File: config.mk
export PLATFORM = sky130hd
export DESIGN_NAME = vc_fifo_bank_flat
export DESIGN_NICKNAME = d
export VERILOG_FILES = /design/src/rtl/vc_fifo_pkg.sv /design/src/rtl/vc_fifo_bank_if.sv /design/src/rtl/vc_fifo_chan.sv /design/src/rtl/vc_fifo_bank.sv /design/src/flat_wrapper.sv
export SDC_FILE = /design/constraint.sdc
export NUM_CORES = 1
export LEC_CHECK = 0
export CAP_MARGIN = 20
export CORE_MARGIN = 2
export CORE_UTILIZATION = 60
export DETAILED_ROUTE_END_ITERATION = 10
export HOLD_SLACK_MARGIN = 0.03
export MAX_ROUTING_LAYER = met4
export PLACE_DENSITY = 0.91
export SYNTH_ARGS = -nofsm -noshare
export SYNTH_HDL_FRONTEND = slang
export SYNTH_SLANG_ARGS = --single-unit
File: constraint.sdc
create_clock -name clk -period 3.7 [get_ports clk]
set_input_delay 0.37 -clock clk [delete_from_list [all_inputs] [get_ports clk]]
set_output_delay 0.37 -clock clk [all_outputs]
set_load 0.03 [all_outputs]
File: src/rtl/vc_fifo_pkg.sv
// Shared defaults for the virtual-channel FIFO bank and the width helper for
// per-VC occupancy counters.
package vc_fifo_pkg;

  localparam int DEF_DATA_WIDTH = 6;
  localparam int DEF_ADDR_WIDTH = 4;
  localparam int DEF_NUM_VC     = 2;
  localparam int DEF_CNT_WIDTH  = DEF_ADDR_WIDTH + 1;

  // The counter needs one extra bit so it can hold DEPTH itself.
  function automatic int cnt_width(input int addr_width);
    return addr_width + 1;
  endfunction

endpackage

File: src/rtl/vc_fifo_bank_if.sv
// Bus bundle between a traffic source/sink and the VC FIFO bank.
// The master drives requests and thresholds. The slave (the bank) drives data and status.
interface vc_fifo_bank_if
  import vc_fifo_pkg::*;
#(
  parameter int DATA_WIDTH = DEF_DATA_WIDTH,
  parameter int ADDR_WIDTH = DEF_ADDR_WIDTH,
  parameter int NUM_VC     = DEF_NUM_VC
) ();

  // Handshake: wr_enable[k] is a write request and ~full[k] is its ready.
  // rd_enable[k] is a read request and ~empty[k] is its ready. A request is
  // accepted on a rising edge only when both are high. An accepted read
  // returns its word on data_out one cycle later, marked by data_out_valid[k].
  logic [NUM_VC-1:0]                   wr_enable;
  logic [NUM_VC-1:0]                   rd_enable;
  logic [NUM_VC*DATA_WIDTH-1:0]        data_in;
  logic [NUM_VC*ADDR_WIDTH-1:0]        umbral_empty;
  logic [NUM_VC*ADDR_WIDTH-1:0]        umbral_full;
  logic [NUM_VC*DATA_WIDTH-1:0]        data_out;
  logic [NUM_VC-1:0]                   data_out_valid;
  logic [NUM_VC*DATA_WIDTH-1:0]        data_peek;
  logic [NUM_VC-1:0]                   full;
  logic [NUM_VC-1:0]                   empty;
  logic [NUM_VC-1:0]                   almost_full;
  logic [NUM_VC-1:0]                   almost_empty;
  logic [NUM_VC-1:0]                   error;
  logic [NUM_VC*(ADDR_WIDTH+1)-1:0]    count;

  modport master (
    output wr_enable, rd_enable, data_in, umbral_empty, umbral_full,
    input  data_out, data_out_valid, data_peek, full, empty,
           almost_full, almost_empty, error, count
  );

  modport slave (
    input  wr_enable, rd_enable, data_in, umbral_empty, umbral_full,
    output data_out, data_out_valid, data_peek, full, empty,
           almost_full, almost_empty, error, count
  );

endinterface

File: src/rtl/vc_fifo_chan.sv
// Single virtual-channel FIFO with registered read data, threshold flags and a sticky error flag.
// The optional head-word look-ahead is enabled with the VC_FIFO_PEEK_EN macro.
module vc_fifo_chan
  import vc_fifo_pkg::*;
#(
  parameter int DATA_WIDTH = DEF_DATA_WIDTH,
  parameter int ADDR_WIDTH = DEF_ADDR_WIDTH
) (
  input  logic                  clk,
  input  logic                  reset,
  input  logic                  init,
  input  logic                  wr_enable,
  input  logic                  rd_enable,
  input  logic [DATA_WIDTH-1:0] data_in,
  input  logic [ADDR_WIDTH-1:0] umbral_empty,
  input  logic [ADDR_WIDTH-1:0] umbral_full,
  output logic [DATA_WIDTH-1:0] data_out,
  output logic                  data_out_valid,
  output logic [DATA_WIDTH-1:0] data_peek,
  output logic                  full,
  output logic                  empty,
  output logic                  almost_full,
  output logic                  almost_empty,
  output logic                  error,
  output logic [ADDR_WIDTH:0]   count
);

  localparam int DEPTH = 1 << ADDR_WIDTH;
  localparam logic [ADDR_WIDTH:0] DEPTH_CNT = (ADDR_WIDTH+1)'(DEPTH);

  logic [DATA_WIDTH-1:0] mem [DEPTH];
  logic [ADDR_WIDTH-1:0] wr_ptr;
  logic [ADDR_WIDTH-1:0] rd_ptr;
  logic                  wr_acc;
  logic                  rd_acc;
  logic                  overflow;
  logic                  underflow;
  logic [ADDR_WIDTH:0]   af_thr;

  assign full   = (count == DEPTH_CNT);
  assign empty  = (count == '0);
  assign wr_acc = wr_enable & ~full;
  assign rd_acc = rd_enable & ~empty;
  // A request paired with an accepted request on the other side is a normal turn-around, not an error.
  assign overflow  = wr_enable & full  & ~rd_enable;
  assign underflow = rd_enable & empty & ~wr_enable;

  assign af_thr       = DEPTH_CNT - {1'b0, umbral_full};
  assign almost_full  = (count >= af_thr) & ~full;
  assign almost_empty = (count != '0) & (count <= {1'b0, umbral_empty});

`ifdef VC_FIFO_PEEK_EN
  assign data_peek = mem[rd_ptr];
`else
  assign data_peek = '0;
`endif

  always_ff @(posedge clk or negedge reset) begin
    if (!reset) begin
      for (int i = 0; i < DEPTH; i++) mem[i] <= '0;
      wr_ptr         <= '0;
      rd_ptr         <= '0;
      count          <= '0;
      data_out       <= '0;
      data_out_valid <= 1'b0;
      error          <= 1'b0;
    end else if (!init) begin
      for (int i = 0; i < DEPTH; i++) mem[i] <= '0;
      wr_ptr         <= '0;
      rd_ptr         <= '0;
      count          <= '0;
      data_out       <= '0;
      data_out_valid <= 1'b0;
      error          <= 1'b0;
    end else begin
      if (wr_acc) begin
        mem[wr_ptr] <= data_in;
        wr_ptr      <= wr_ptr + 1'b1;
      end
      if (rd_acc) begin
        data_out <= mem[rd_ptr];
        rd_ptr   <= rd_ptr + 1'b1;
      end
      data_out_valid <= rd_acc;
      case ({wr_acc, rd_acc})
        2'b10:   count <= count + 1'b1;
        2'b01:   count <= count - 1'b1;
        default: count <= count;
      endcase
      if (overflow | underflow) error <= 1'b1;
    end
  end

endmodule

File: src/rtl/vc_fifo_bank.sv
// Bank of NUM_VC independent virtual-channel FIFOs behind one bus interface.
// The optional head-word peek is enabled with the VC_FIFO_PEEK_EN macro.
module vc_fifo_bank
  import vc_fifo_pkg::*;
#(
  parameter int DATA_WIDTH = DEF_DATA_WIDTH,
  parameter int ADDR_WIDTH = DEF_ADDR_WIDTH,
  parameter int NUM_VC     = DEF_NUM_VC
) (
  input  logic           clk,
  input  logic           reset,
  input  logic           init,
  vc_fifo_bank_if.slave  bus
);

  localparam int CW = cnt_width(ADDR_WIDTH);

  logic [DATA_WIDTH-1:0] dout_a  [NUM_VC];
  logic [DATA_WIDTH-1:0] peek_a  [NUM_VC];
  logic [CW-1:0]         cnt_a   [NUM_VC];
  logic                  valid_a [NUM_VC];
  logic                  full_a  [NUM_VC];
  logic                  empty_a [NUM_VC];
  logic                  af_a    [NUM_VC];
  logic                  ae_a    [NUM_VC];
  logic                  err_a   [NUM_VC];

  for (genvar k = 0; k < NUM_VC; k++) begin : g_vc
    vc_fifo_chan #(
      .DATA_WIDTH (DATA_WIDTH),
      .ADDR_WIDTH (ADDR_WIDTH)
    ) u_chan (
      .clk            (clk),
      .reset          (reset),
      .init           (init),
      .wr_enable      (bus.wr_enable[k]),
      .rd_enable      (bus.rd_enable[k]),
      .data_in        (bus.data_in[k*DATA_WIDTH +: DATA_WIDTH]),
      .umbral_empty   (bus.umbral_empty[k*ADDR_WIDTH +: ADDR_WIDTH]),
      .umbral_full    (bus.umbral_full[k*ADDR_WIDTH +: ADDR_WIDTH]),
      .data_out       (dout_a[k]),
      .data_out_valid (valid_a[k]),
      .data_peek      (peek_a[k]),
      .full           (full_a[k]),
      .empty          (empty_a[k]),
      .almost_full    (af_a[k]),
      .almost_empty   (ae_a[k]),
      .error          (err_a[k]),
      .count          (cnt_a[k])
    );
  end

  // Flatten per-channel results into the packed bus layout, VC k at slice k.
  always_comb begin
    bus.data_out       = '0;
    bus.data_peek      = '0;
    bus.count          = '0;
    bus.data_out_valid = '0;
    bus.full           = '0;
    bus.empty          = '0;
    bus.almost_full    = '0;
    bus.almost_empty   = '0;
    bus.error          = '0;
    for (int k = 0; k < NUM_VC; k++) begin
      bus.data_out[k*DATA_WIDTH +: DATA_WIDTH]  = dout_a[k];
      bus.data_peek[k*DATA_WIDTH +: DATA_WIDTH] = peek_a[k];
      bus.count[k*CW +: CW]                     = cnt_a[k];
      bus.data_out_valid[k]                     = valid_a[k];
      bus.full[k]                               = full_a[k];
      bus.empty[k]                              = empty_a[k];
      bus.almost_full[k]                        = af_a[k];
      bus.almost_empty[k]                       = ae_a[k];
      bus.error[k]                              = err_a[k];
    end
  end

endmodule

File: src/flat_wrapper.sv
// flat-port wrapper written by rule: the top's interface ports become plain ports
module vc_fifo_bank_flat import vc_fifo_pkg::*;
#(
  parameter int DATA_WIDTH = DEF_DATA_WIDTH,
  parameter int ADDR_WIDTH = DEF_ADDR_WIDTH,
  parameter int NUM_VC     = DEF_NUM_VC
)
  (clk, reset, init, bus_wr_enable, bus_rd_enable, bus_data_in, bus_umbral_empty, bus_umbral_full, bus_data_out, bus_data_out_valid, bus_data_peek, bus_full, bus_empty, bus_almost_full, bus_almost_empty, bus_error, bus_count);
  vc_fifo_bank_if #(.DATA_WIDTH(DATA_WIDTH), .ADDR_WIDTH(ADDR_WIDTH), .NUM_VC(NUM_VC)) bus_i ();
  input  logic clk;
  input  logic reset;
  input  logic init;
  input wire logic [$bits(bus_i.wr_enable)-1:0] bus_wr_enable;
  input wire logic [$bits(bus_i.rd_enable)-1:0] bus_rd_enable;
  input wire logic [$bits(bus_i.data_in)-1:0] bus_data_in;
  input wire logic [$bits(bus_i.umbral_empty)-1:0] bus_umbral_empty;
  input wire logic [$bits(bus_i.umbral_full)-1:0] bus_umbral_full;
  output wire logic [$bits(bus_i.data_out)-1:0] bus_data_out;
  output wire logic [$bits(bus_i.data_out_valid)-1:0] bus_data_out_valid;
  output wire logic [$bits(bus_i.data_peek)-1:0] bus_data_peek;
  output wire logic [$bits(bus_i.full)-1:0] bus_full;
  output wire logic [$bits(bus_i.empty)-1:0] bus_empty;
  output wire logic [$bits(bus_i.almost_full)-1:0] bus_almost_full;
  output wire logic [$bits(bus_i.almost_empty)-1:0] bus_almost_empty;
  output wire logic [$bits(bus_i.error)-1:0] bus_error;
  output wire logic [$bits(bus_i.count)-1:0] bus_count;
  assign bus_i.wr_enable = bus_wr_enable;
  assign bus_i.rd_enable = bus_rd_enable;
  assign bus_i.data_in = bus_data_in;
  assign bus_i.umbral_empty = bus_umbral_empty;
  assign bus_i.umbral_full = bus_umbral_full;
  assign bus_data_out = bus_i.data_out;
  assign bus_data_out_valid = bus_i.data_out_valid;
  assign bus_data_peek = bus_i.data_peek;
  assign bus_full = bus_i.full;
  assign bus_empty = bus_i.empty;
  assign bus_almost_full = bus_i.almost_full;
  assign bus_almost_empty = bus_i.almost_empty;
  assign bus_error = bus_i.error;
  assign bus_count = bus_i.count;
  vc_fifo_bank #(.DATA_WIDTH(DATA_WIDTH), .ADDR_WIDTH(ADDR_WIDTH), .NUM_VC(NUM_VC)) u_core (.clk(clk), .reset(reset), .init(init), .bus(bus_i));
endmodule
==> results.sh <==
export IMPL_core_area_mm2=0.0217
export IMPL_slew_headroom=0.341
export IMPL_area_growth_pct=10.8
export IMPL_period_share=0.893
export IMPL_tns_ns=0
export IMPL_reg2reg_depth=11
export IMPL_place_hpwl_um=18400
export IMPL_post_route_cells_drive_above_1_share=0.101
export IMPL_cts_tree="yes"
export IMPL_p_comb_frac=0.253
export IMPL_yosysMostFrequentCell="dfrtp_1"
export IMPL_ys_top_cells_by_area="dfrtp_1, mux2i_1, mux4_2, nor2b_1, ha_1"
export IMPL_root_buffer="clkbuf_16"
export IMPL_end_kind="output pin"
export IMPL_crit_path_start_kind="flop"
export IMPL_slowest_stage="clkdlybuf4s50_1"
export IMPL_ctsResizeCount=0
export IMPL_clkSlewWorstSetupHoldPaths_ns=0.06
export IMPL_grt_pass1_vias=9359
export IMPL_portBuffers=68
export IMPL_seq_area_frac_synth=0.445
export IMPL_outcome="finished, final reports clean"
export IMPL_clk_latency_ns=0.52
export IMPL_wl_per_cell_um=20.3
export IMPL_syn_avg_cell_area_um2=11.3
export IMPL_die_x_um=152
export IMPL_fp_row_count=54
export IMPL_fill_cells=1455
export IMPL_setup_violations=0
export IMPL_r2r_setup_slack_ns=0.83
export IMPL_drc_errors=0
export IMPL_power_frac_seq=0.390
export IMPL_worst_pin_slew_ns=0.989
export IMPL_post_cts_setup_buffers=0
export IMPL_rr_startpoint="u_core.g_vc[1].u_chan.count[4]"
export IMPL_swShare=0.314
export IMPL_cts_hold_fix_buffers=1
export IMPL_grt_pass1_wl_um=49200
export IMPL_ys_ff_latch=234
export IMPL_syn_area_mm2=0.0131
export IMPL_drt_pass1_iter_count=5
export IMPL_crit_start="u_core.g_vc[0].u_chan.count[1]"
export IMPL_htreeDepth=1
export IMPL_n_antenna_cell=0
export IMPL_worstPathArrival_ns=2.93
export IMPL_p_int_w=0.00509
export IMPL_initial_core_util=0.606
export IMPL_antenna_found_initial=0
export IMPL_cpPeakStageDelay_ns=0.71
export IMPL_synth_common_cells="dfrtp_1, mux2i_1, nor2b_1, nand2_1, nand3_1"
export IMPL_p_leak_nw=5.78
export IMPL_clkSinkCount=234
export IMPL_period_needed_ns=3.30
export IMPL_ys_flop_type="dfrtp_1"
export IMPL_report_final_slew_viol_count=0
export IMPL_synth_top_area_frac=0.445
export IMPL_criticalPathCategory="flop to output pin"
export IMPL_drt_total_wl_um=29500
export IMPL_fin_skew_ns=0.0125
export IMPL_min_path_cells=3
export IMPL_gp_congestion=0.866
export IMPL_yosysTopAreaCell="dfrtp_1"
export IMPL_synth_edf_count=0
export IMPL_hold_viol_final=0
export IMPL_whs_ns=0.370
export IMPL_io_pins=81
export IMPL_cp_max_fo=13
export IMPL_clockBufferDepth=3
export IMPL_die_area_mm2=0.0231
export IMPL_reg2reg_to="u_core.g_vc[1].u_chan.count[4]"
export IMPL_ant_nets=0
export IMPL_post_route_cell_area_mm2=0.0146
export IMPL_dpl_cell_area_mm2=0.0137
export IMPL_synthArstFlopShare=1.00
export IMPL_fmaxAchievable_mhz=303
export IMPL_grt_max_degree=120
export IMPL_chipHeight_um=152
export IMPL_ys_warn_count=0
export IMPL_grt_ovfl_total=0
export IMPL_vias=9024
export IMPL_hp_start="init"
export IMPL_drv_cap=0
export IMPL_p_per_area_mw_per_mm2=509
export IMPL_hold_end="u_core.g_vc[1].u_chan.count[4]"
export IMPL_peakVddDrop_uv=290
export IMPL_track_usage=0.267
export IMPL_clkPwrFrac=0.357
export IMPL_crit_required_ns=3.33
export IMPL_fin_nets=1221
export IMPL_tritoncts_num_buffers=24
export IMPL_synthCells=1166
export IMPL_path_cells="ha_1 -> nor2b_1 -> o21a_1 -> o21ai_0 -> nand2b_1 -> a211oi_1 -> clkdlybuf4s50_1"
export IMPL_rsz0062_at_grt="no"
export IMPL_p_total_w=0.00742
export IMPL_ys_types=56
export IMPL_drt_first_iter_violations=800
export IMPL_avgViaCountPerCell=6.22
export IMPL_worstHoldPathType="primary input to flop"
export IMPL_switchingPower_w=0.00233
-- kinds of logic after synthesis --
group	synth area share
other	0.000285
AOI/OAI and AO/OA	0.0662
xor gates and xnor gates	0.0140
buffers and inverters	0.0584
DFF	0.445
and+or+nand+nor	0.171
muxes	0.214
adders and majority gates	0.0305
-- sequential cells by signal, summed over array words and instances (netlist names) --
register / count
u_core.g_vc.u_chan.mem: 192
u_core.g_vc.u_chan.count: 10
u_core.g_vc.u_chan.rd_ptr: 8
u_core.g_vc.u_chan.wr_ptr: 8
u_core.g_vc.u_chan.data_out_valid: 2
u_core.g_vc.u_chan.error: 2
u_core.g_vc.u_chan.data_out: 12
-- metal layers --
metal	track usage	wire length, µm	vias up
li1	-	-	4023
met1	0.360	12600	4584
met2	0.421	14300	357
met3	0.0428	1990	60
met4	0.0828	643	0
met5	-	0	-
-- placed cells by master (no fill, tap or decap), drive strengths merged, types with 4 or more instances in the layout --
cell type,n
a211oi,4
a21boi,52
a21oi,13
and2,17
and3,7
and4,8
and4b,12
buf,16
clkbuf,39
clkdlybuf4s50,66
conb,12
dfrtp,234
ha,32
inv,24
mux2i,172
mux4,48
nand2,74
nand2b,6
nand3,74
nand4,9
nor2,14
nor2b,154
o21a,4
o21ai,12
o221ai,12
xnor2,15
xor2,6
-- how the worst max path moves through the flow --
stage                                     endpoint  slack [ns]  depth (start not counted)
floorplan           u_core.g_vc[1].u_chan.count[4]        0.84                         12
global placement                bus_almost_full[0]        0.61                          8
detailed placement              bus_almost_full[0]        0.56                          8
CTS                            bus_almost_empty[0]        0.41                          7
global route                   bus_almost_empty[0]        0.21                          7
finish                         bus_almost_empty[0]        0.40                          7
-- metrics by stage --
step                       util  worst slack, ns  instances
after floorplan               -            0.841       1177
after global placement    0.631            0.606       1407
after detailed placement  0.631            0.562       1407
after CTS                 0.672            0.409       1451
after global routing      0.672            0.211       1451
final                     0.672            0.395       1451
-- layout make-up --
type / instances / area [µm²] / share of cell area
Clock inverter: 4 / 95.1 / 0.00653
Tap cell: 280 / 350 / 0.0240
Clock buffer: 39 / 778 / 0.0534
Multi-Input combinational cell: 787 / 6560 / 0.450
Sequential cell: 234 / 5860 / 0.402
Inverter: 24 / 90.1 / 0.00618
Timing Repair Buffer: 83 / 836 / 0.0574
-- critical path: cells and delay by family (launching register included) --
| kind | cells | cell delay [ns] |
|---|---|---|
| AO/OA/AOI/OAI | 3 | 0.52 |
| flip-flops | 1 | 0.65 |
| AND/OR/NAND/NOR | 2 | 0.22 |
| adder cells (fa/ha/maj) | 1 | 0.33 |
| buffers and inverters | 1 | 0.71 |
-- power groups by stage --
stage                     sequential [W]  clock (W)  combinational, W
after global placement           0.00293          0           0.00180
final                            0.00289    0.00265           0.00188
after detailed placement         0.00293          0           0.00186
after global routing             0.00291    0.00277           0.00204
after CTS                        0.00289    0.00267           0.00188
after floorplan                  0.00288          0           0.00140
Power figures use the tool's default switching activity.
